File: config.mk
export PLATFORM = sky130hd
export DESIGN_NAME = osmanip_mem_stream_dma
export DESIGN_NICKNAME = d
export VERILOG_FILES = /design/src/rtl/osmanip_mem_stream_dma.sv
export SDC_FILE = /design/constraint.sdc
export NUM_CORES = 1
export LEC_CHECK = 0
export ABC_AREA = 1
export BUFFER_PORTS_ARGS = -buffer_cell sky130_fd_sc_hd__buf_2
export CORE_UTILIZATION = 54
export DETAILED_ROUTE_END_ITERATION = 12
export GPL_ROUTABILITY_DRIVEN = 1
export PLACE_DENSITY_LB_ADDON = 0.2
export SETUP_SLACK_MARGIN = 0.02
export SLEW_MARGIN = 20
export SYNTH_ARGS = -nofsm -noshare
export SYNTH_HDL_FRONTEND = slang
export SYNTH_SLANG_ARGS = --single-unit
File: constraint.sdc
create_clock -name clk -period 5.5 [get_ports clk]
set_input_delay 0.275 -clock clk [delete_from_list [all_inputs] [get_ports clk]]
set_output_delay 0.275 -clock clk [all_outputs]
set_load 0.02 [all_outputs]
File: src/rtl/osmanip_mem_stream_dma.sv
// Command-driven stream<->RAM master for a 1024x32 single-port RAM with 1-cycle read latency.
// Define OSMANIP_MEM_DMA_CHECKSUM_EN to add a running checksum output over transferred words.
module osmanip_mem_stream_dma #(
    parameter int AW    = 10,
    parameter int DW    = 32,
    parameter int LEN_W = 11
) (
    input  logic             clk,
    input  logic             reset,
    input  logic             cmd_valid,
    output logic             cmd_ready,
    input  logic             cmd_write,
    input  logic [AW-1:0]    cmd_addr,
    input  logic [LEN_W-1:0] cmd_len,
    input  logic             din_valid,
    output logic             din_ready,
    input  logic [DW-1:0]    din_data,
    output logic             dout_valid,
    input  logic             dout_ready,
    output logic [DW-1:0]    dout_data,
    output logic [AW-1:0]    mem_address,
    output logic             mem_chipselect,
    output logic             mem_write,
    output logic [DW/8-1:0]  mem_byteenable,
    output logic [DW-1:0]    mem_writedata,
    input  logic [DW-1:0]    mem_readdata,
    output logic             mem_clken,
`ifdef OSMANIP_MEM_DMA_CHECKSUM_EN
    output logic [DW-1:0]    checksum,
`endif
    output logic             busy,
    output logic             done
);
    localparam logic [LEN_W-1:0] FULL_LEN = LEN_W'(2**AW);

    typedef enum logic [1:0] {S_IDLE, S_WR, S_RD, S_DRAIN} state_e;

    state_e           state_q, state_d;
    logic [AW-1:0]    addr_q, addr_d, last_addr_q, last_addr_d;
    logic [LEN_W-1:0] rem_q, rem_d;
    logic [DW-1:0]    fifo_q [2];
    logic [DW-1:0]    fifo_d [2];
    logic             wr_ptr_q, wr_ptr_d, rd_ptr_q, rd_ptr_d;
    logic [1:0]       count_q, count_d;
    logic             inflight_q, inflight_d;
    logic             cmd_ready_q, cmd_ready_d, busy_q, busy_d, done_q, done_d;
    logic             accept, wr_beat, rd_issue, pop, push;

    always_comb begin
        accept   = cmd_valid && cmd_ready_q;
        wr_beat  = (state_q == S_WR) && din_valid && !reset;
        pop      = (count_q != 2'd0) && dout_ready;
        push     = inflight_q;
        count_d  = count_q - 2'(pop) + 2'(push);
        // Issue only if the word could still land in the FIFO after this cycle's pop/push.
        rd_issue = (state_q == S_RD) && !reset && (count_d < 2'd2);

        state_d     = state_q;
        addr_d      = addr_q;
        last_addr_d = last_addr_q;
        rem_d       = rem_q;
        inflight_d  = rd_issue;
        wr_ptr_d    = wr_ptr_q ^ push;
        rd_ptr_d    = rd_ptr_q ^ pop;
        fifo_d      = fifo_q;
        if (push) fifo_d[wr_ptr_q] = mem_readdata;

        case (state_q)
            S_IDLE: if (accept) begin
                state_d = cmd_write ? S_WR : S_RD;
                addr_d  = cmd_addr;
                rem_d   = (cmd_len == '0) ? FULL_LEN : cmd_len;
            end
            S_WR, S_RD: if (wr_beat || rd_issue) begin
                addr_d      = addr_q + AW'(1);
                last_addr_d = addr_q;
                rem_d       = rem_q - LEN_W'(1);
                if (rem_q == LEN_W'(1)) state_d = (state_q == S_WR) ? S_IDLE : S_DRAIN;
            end
            S_DRAIN: if (count_d == 2'd0 && !inflight_d) state_d = S_IDLE;
            default: state_d = S_IDLE;
        endcase

        done_d      = (state_q != S_IDLE) && (state_d == S_IDLE);
        cmd_ready_d = (state_d == S_IDLE);
        busy_d      = (state_d != S_IDLE);
    end

    always_ff @(posedge clk) begin
        if (reset) begin
            state_q     <= S_IDLE;
            addr_q      <= '0;
            last_addr_q <= '0;
            rem_q       <= '0;
            wr_ptr_q    <= 1'b0;
            rd_ptr_q    <= 1'b0;
            count_q     <= 2'd0;
            inflight_q  <= 1'b0;
            cmd_ready_q <= 1'b1;
            busy_q      <= 1'b0;
            done_q      <= 1'b0;
        end else begin
            state_q     <= state_d;
            addr_q      <= addr_d;
            last_addr_q <= last_addr_d;
            rem_q       <= rem_d;
            wr_ptr_q    <= wr_ptr_d;
            rd_ptr_q    <= rd_ptr_d;
            count_q     <= count_d;
            inflight_q  <= inflight_d;
            cmd_ready_q <= cmd_ready_d;
            busy_q      <= busy_d;
            done_q      <= done_d;
        end
        fifo_q[0] <= fifo_d[0];
        fifo_q[1] <= fifo_d[1];
    end

    assign cmd_ready      = cmd_ready_q;
    assign busy           = busy_q;
    assign done           = done_q;
    assign din_ready      = (state_q == S_WR) && !reset;
    assign dout_valid     = (count_q != 2'd0);
    assign dout_data      = fifo_q[rd_ptr_q];
    assign mem_chipselect = wr_beat || rd_issue;
    assign mem_write      = wr_beat;
    assign mem_address    = (wr_beat || rd_issue) ? addr_q : last_addr_q;
    assign mem_byteenable = '1;
    assign mem_writedata  = din_data;
    assign mem_clken      = 1'b1;

`ifdef OSMANIP_MEM_DMA_CHECKSUM_EN
    logic [DW-1:0] checksum_q, checksum_d;

    always_comb begin
        checksum_d = checksum_q;
        if (accept)       checksum_d = '0;
        else if (wr_beat) checksum_d = checksum_q + din_data;
        else if (pop)     checksum_d = checksum_q + dout_data;
    end

    always_ff @(posedge clk) begin
        if (reset) checksum_q <= '0;
        else       checksum_q <= checksum_d;
    end

    assign checksum = checksum_q;
`endif
endmodule

==> flow_metrics.tcl, run 1 <==
set metrics [dict create \
    crit_fanout 22 \
    vias 3950 \
    fin_cells 782 \
    tightest_slew_ns 0.980 \
    ys_top_cells_by_area "edfxtp_1, dfxtp_1, nand2_1" \
    io_buffers 107 \
    synthesis.area_mm2 0.00516 \
    slew_violations 0 \
    htreeDepth 3 \
    max_slew_margin_pct 34.3 \
    rsz0062_at_grt "false" \
    utilization_pct 61.2 \
    wire_per_inst_um 12.9 \
    period_needed_ns 3.00 \
    yosysUniqueCellTypes 37 \
    setup_ws_ns 2.50 \
    yosysTopAreaCellShare_pct 37.3 \
    dp_hpwl_um 6970 \
    final_nets 751 \
    synthMuxAreaShare_pct 0.194 \
    cts_tree "yes" \
    cts_max_path_buffers 2 \
    drt-initial-drc-count 140 \
    yosys.area_share.simple_pct 19.2 \
    cts_buffers 9 \
    synth_xor_area_share_pct 0.849 \
    grt_pass1_wl_um 15600 \
    crit_path_max_incr_delay_ns 0.42 \
    syn2layout_area_growth_pct 9.70 \
    clock_sinks 105 \
    crit_family "simple AND/OR/NAND/NOR gates" \
    synthFlopType "edfxtp_1" \
    syn_avg_cell_area_um2 8.82 \
    p_leak_nw 2.59 \
    critPathBufInv 3 \
    synth_top_family_by_area "simple AND/OR/NAND/NOR gates" \
    powerDensity_mw_per_mm2 526 \
    async_flop_share_pct 0 \
    finalWirelength_um 10100 \
    path_class "reg -> out" \
    ioPinCount 177 \
    grt_max_degree 42 \
    cts_setup_buffers 0 \
    post-route-period-util_pct 54.5 \
    cp_cell_sequence "or2_2 > nand2_1 > inv_1 > ha_1 > inv_1 > ha_1 > nand3_1 > nand3_2 > nand2_2 > nand2_1 > o21ai_2 > buf_2" \
    cp.required_ns 5.22 \
    path_clk_slew_ns 0.12 \
    die_area_mm2 0.00995 \
    grt_usage_pct 20.1 \
    ant_nets 0 \
    viasPerCell 5.05 \
    drc 0 \
    coreArea_mm2 0.00924 \
    startpoint_type "flop" \
    dieHeight_um 99.7 \
    yosysSeqAreaShare_pct 53.2 \
    antenna_cells 0 \
    grt.overflow.total 0 \
    synth_compound_area_share_pct 10.5 \
    netlist_instances 585 \
    ctsResizeCount 0 \
    fmax_mhz 334 \
    pre_cts_ws_ns 2.59 \
    start_util_pct 55.8 \
    postCtsHoldBufs 0 \
    dieWidth_um 99.7 \
    ys_seq_elements 105 \
    hold_violations 0 \
    holdWs_ns 0.0775 \
    clock_skew_ns 0.0214 \
    fp-row-count 35 \
    cp_slowest_cell "nand2_2" \
    first_pass_iters 4 \
    yosys_warnings 0 \
    status "complete, no violations" \
    clk_latency_ns 0.38 \
    synth_top_area_cell "edfxtp_1" \
    cts-root-buf "clkbuf_8" \
    worst-r2r-setup-slack_ns 2.88 \
    arrival_ns 2.72 \
    irDropWorstVdd_v 0.000409 \
    maxCapViolCount 0 \
    synth_edf_count 64 \
    cp-end-kind "primary output" \
    fillers 827 \
    numPlacedInstances 766 \
    finalSetupViolCount 0 \
    gp_congestion 0.870 \
    antenna_found_initial 0 \
    final.setup.tns_ns 0 \
    worstHoldPathType "in -> reg" \
    drive_above_1_share_pct 23.6 \
    synthAdderAreaFrac_pct 2.91 \
    grt_pass1_vias 3559 \
]
## cells by family (layout without fill, tap and decap cells)
logic type | after synthesis | count (layout)
fa+ha+maj | 12 | 12
mux | 1 | 1
other cells | 1 | 5
compound gates | 94 | 94
buf+inv | 127 | 191
simple gates | 240 | 240
flops | 105 | 105
xor+xnor | 5 | 5
## metrics by stage
stage	power (W)	instance area, um2
global placement	0.00249	5460
detailed placement	0.00253	5460
floorplan	0.00229	5170
finish	0.00298	5660
CTS	0.00300	5660
global route	0.00321	5660
## power by group
| group | internal, W | switching [W] |
|---|---|---|
| combinational | 0.000452 | 0.000960 |
| sequential | 0.000999 | 0.0000961 |
| clock | 0.000181 | 0.000289 |
## cell type report
| type | count | area [um2] | share of cell area (%) |
|---|---|---|---|
| multi-input cells | 357 | 1750 | 31.0 |
| well taps | 129 | 161 | 2.85 |
| inverters | 65 | 246 | 4.36 |
| flip-flops and latches | 105 | 2740 | 48.5 |
| repair buffers | 110 | 558 | 9.86 |
| clock inverters | 7 | 73.8 | 1.30 |
| clock buffers | 9 | 124 | 2.19 |
## final timing paths
kind,from,end,depth (start not counted)
setup / recovery,count_q[1],mem_address[7],12
hold / removal,mem_readdata[9],fifo_q[41],1
setup reg to reg,state_q[0],rem_q[6],7
hold reg to reg,rem_q[3],rem_q[3],2
## layer usage
metal  up-vias  GRT usage (%)  routed length (um)  part of all wire (%)
li1       1980              -                   -                     -
met1      1834           23.9                4380                    43
met2       117           35.6                4980                    49
met3        19           4.01                 549                   5.4
met4         0           7.69                 175                   1.7
met5         -              0                   0                     0
## cell usage in the layout, fill, tap and decap left out, types with 9 or more instances in the layout
| cell type | n |
|---|---|
| o21ai_2 | 11 |
| buf_2 | 107 |
| nand2_1 | 167 |
| o21ai_0 | 28 |
| dfxtp_1 | 41 |
| nor2_1 | 30 |
| clkbuf_8 | 9 |
| o21ai_1 | 14 |
| nand3_1 | 22 |
| inv_1 | 62 |
| edfxtp_1 | 64 |
| ha_1 | 12 |
| a21oi_1 | 33 |
## sequential cells by signal (all words and copies together) (netlist names), 2 cells and up
register	count
addr_q	10
count_q	2
fifo_q	64
last_addr_q	10
rem_q	11
state_q	2
## cell usage after synthesis, types with 2 or more instances
cell type / count
buf_6: 7
a31oi_1: 2
xnor2_1: 3
nor2_2: 5
xor2_1: 2
buf_2: 6
o21ai_1: 14
dfxtp_1: 41
nor2_1: 30
nand3_2: 2
nand3_1: 22
nor3_1: 5
clkbuf_1: 11
nand2_1: 167
buf_4: 37
o21ai_0: 28
a21oi_1: 33
o21ai_2: 11
edfxtp_1: 64
ha_1: 12
nand2_2: 3
inv_1: 63
nand4_1: 3
Note: power is estimated with default switching activity, not from simulation.
==> run 2: changes to the inputs <==
Settings changed: CORE_UTILIZATION 54 to 46.
Clock period 5.5 ns to 2.7 ns, I/O delays scaled along.
==> run 2 against run 1 <==
Compared with the run above:
- sequential share of layout area down 4.0 points
- largest power group unchanged
- final area up 9.0%
- highest routed layer unchanged
- flip-flop and latch count unchanged
- largest cell class unchanged
- worst setup slack worse by 2.3 ns
- clock power up 98%
- first-iteration DRC count up 61%
- critical endpoint is now mem_address[2]
- die area up 17%
- sequential power up 100%
==> flow_metrics.tcl, run 2 (synthesis results as in run 1) <==
set metrics [dict create \
    irDropWorstVdd_v 0.000556 \
    finalWirelength_um 11000 \
    antenna_found_initial 0 \
    final_nets 792 \
    cts_tree "yes" \
    cp.required_ns 2.57 \
    wire_per_inst_um 13.2 \
    crit_fanout 5 \
    clock_sinks 105 \
    status "complete, no violations" \
    max_slew_margin_pct 55.0 \
    worstHoldPathType "in -> reg" \
    fp-row-count 38 \
    drive_above_1_share_pct 24.1 \
    dp_hpwl_um 7210 \
    largest-register "fifo_q" \
    fin_cells 834 \
    antenna_cells 0 \
    fmax_mhz 393 \
    grt_usage_pct 18.9 \
    grt_max_degree 33 \
    hold_violations 0 \
    cts_buffers 9 \
    dpl_cell_area_mm2 0.00552 \
    die_area_mm2 0.0116 \
    cts_max_path_buffers 2 \
    cp-end-kind "primary output" \
    fillers 1007 \
    slew_violations 0 \
    first_pass_iters 4 \
    coreArea_mm2 0.0109 \
    final_common_cell "nand2_1" \
    path_class "reg -> out" \
    drc 0 \
    tightest_slew_ns 0.675 \
    post-route-period-util_pct 94.3 \
    grt_pass1_vias 3679 \
    dieHeight_um 108 \
    multi_input_area_mm2 0.00182 \
    largest_register_ffs 64 \
    clk_latency_ns 0.37 \
    finalSetupViolCount 0 \
    arrival_ns 2.41 \
    postLayoutCellArea_mm2 0.00617 \
    p_leak_nw 2.78 \
    dieWidth_um 108 \
    final_cell_mix "nand2_1, buf_2, edfxtp_1" \
    drt-initial-drc-count 226 \
    utilization_pct 56.7 \
    grt_pass1_wl_um 17100 \
    period_needed_ns 2.55 \
    syn2layout_area_growth_pct 19.6 \
    path_clk_slew_ns 0.10 \
    register_area_mm2 0.00274 \
    maxCapViolCount 0 \
    ant_nets 0 \
    startpoint_type "flop" \
    start_util_pct 47.4 \
    io_buffers 107 \
    setup_ws_ns 0.154 \
    numPlacedInstances 783 \
    reg_top3 "fifo_q: 64 flops, rem_q: 11 flops" \
    pre_cts_ws_ns 0.162 \
    powerDensity_mw_per_mm2 1030 \
    htreeDepth 3 \
    gp_congestion 0.815 \
    cts-root-buf "clkbuf_8" \
    rsz0062_at_grt "true" \
    vias 4072 \
    grt.overflow.total 0 \
    viasPerCell 4.88 \
    ioPinCount 177 \
    clock_skew_ns 0.0191 \
]
run 2: changes by cell type in the layout (fill, tap and decap cells not counted), moves of 3 or more:
cell	before	now
buf_2	107	97
buf_6	0	10
buf_4	3	10
nand2_1	167	164
dlygate4sd3_1	0	32
run 2: final timing paths:
| path | start | end | slack [ns] | depth (start not counted) |
|---|---|---|---|---|
| max | count_q[1] | mem_address[2] | 0.15 | 13 |
| min | reset | rem_q[9] | 0.04 | 2 |
| max reg2reg | count_q[1] | rem_q[6] | 0.29 | 14 |
| min reg2reg | rd_ptr_q | rd_ptr_q | 0.48 | 2 |
run 2: timing repair:
action	in CTS	in global routing
gates resized for setup	3	28
gates cloned	1	1
setup endpoints to repair	11	18
setup buffers	0	1
pin swaps	1	4
hold buffers	32	0
hold endpoints to repair	64	0
run 2: where the power goes:
part | total (W) | switching [W] | internal, W
logic | 0.00318 | 0.00205 | 0.00113
registers | 0.00224 | 0.000203 | 0.00204
clock network | 0.000932 | 0.000576 | 0.000356
run 2: area by class of cell:
type | instances | area share (%)
clock buffer | 10 | 2.07
clock inverter | 6 | 0.974
inverter | 65 | 4.04
multi-input combinational | 359 | 29.5
sequential | 105 | 44.5
tap | 140 | 2.84
timing repair buffer | 149 | 16.1
run 2: worst max-delay path, cell delays in order (launching register included):
cell	delay [ns]
dfxtp_2	0.33
or2_2	0.30
nand2_2	0.08
inv_1	0.04
ha_1	0.26
inv_1	0.06
ha_2	0.18
inv_1	0.05
nand2_2	0.08
nand3_4	0.19
nand2_4	0.18
nand2_1	0.08
o21ai_2	0.08
buf_6	0.14
run 2: through the flow:
step | total power, W | setup TNS, ns | hold WS, ns
4_1_cts | 0.00627 | 0 | 0.0427
5_1_grt | 0.00688 | -0.00538 | 0.0578
2_1_floorplan | 0.00466 | 0 | 0.234
3_5_place_dp | 0.00525 | 0 | 0.270
6_report | 0.00636 | 0 | 0.0414
3_3_place_gp | 0.00519 | 0 | 0.270
run 2: layer usage:
| metal | vias up | GRT usage [%] | wire length [um] |
|---|---|---|---|
| met2 | 137 | 33.5 | 5450 |
| met4 | 0 | 4.89 | 150 |
| met1 | 1857 | 22.9 | 4770 |
| met3 | 18 | 4.72 | 670 |
| li1 | 2060 | - | - |
| met5 | - | 0 | 0 |
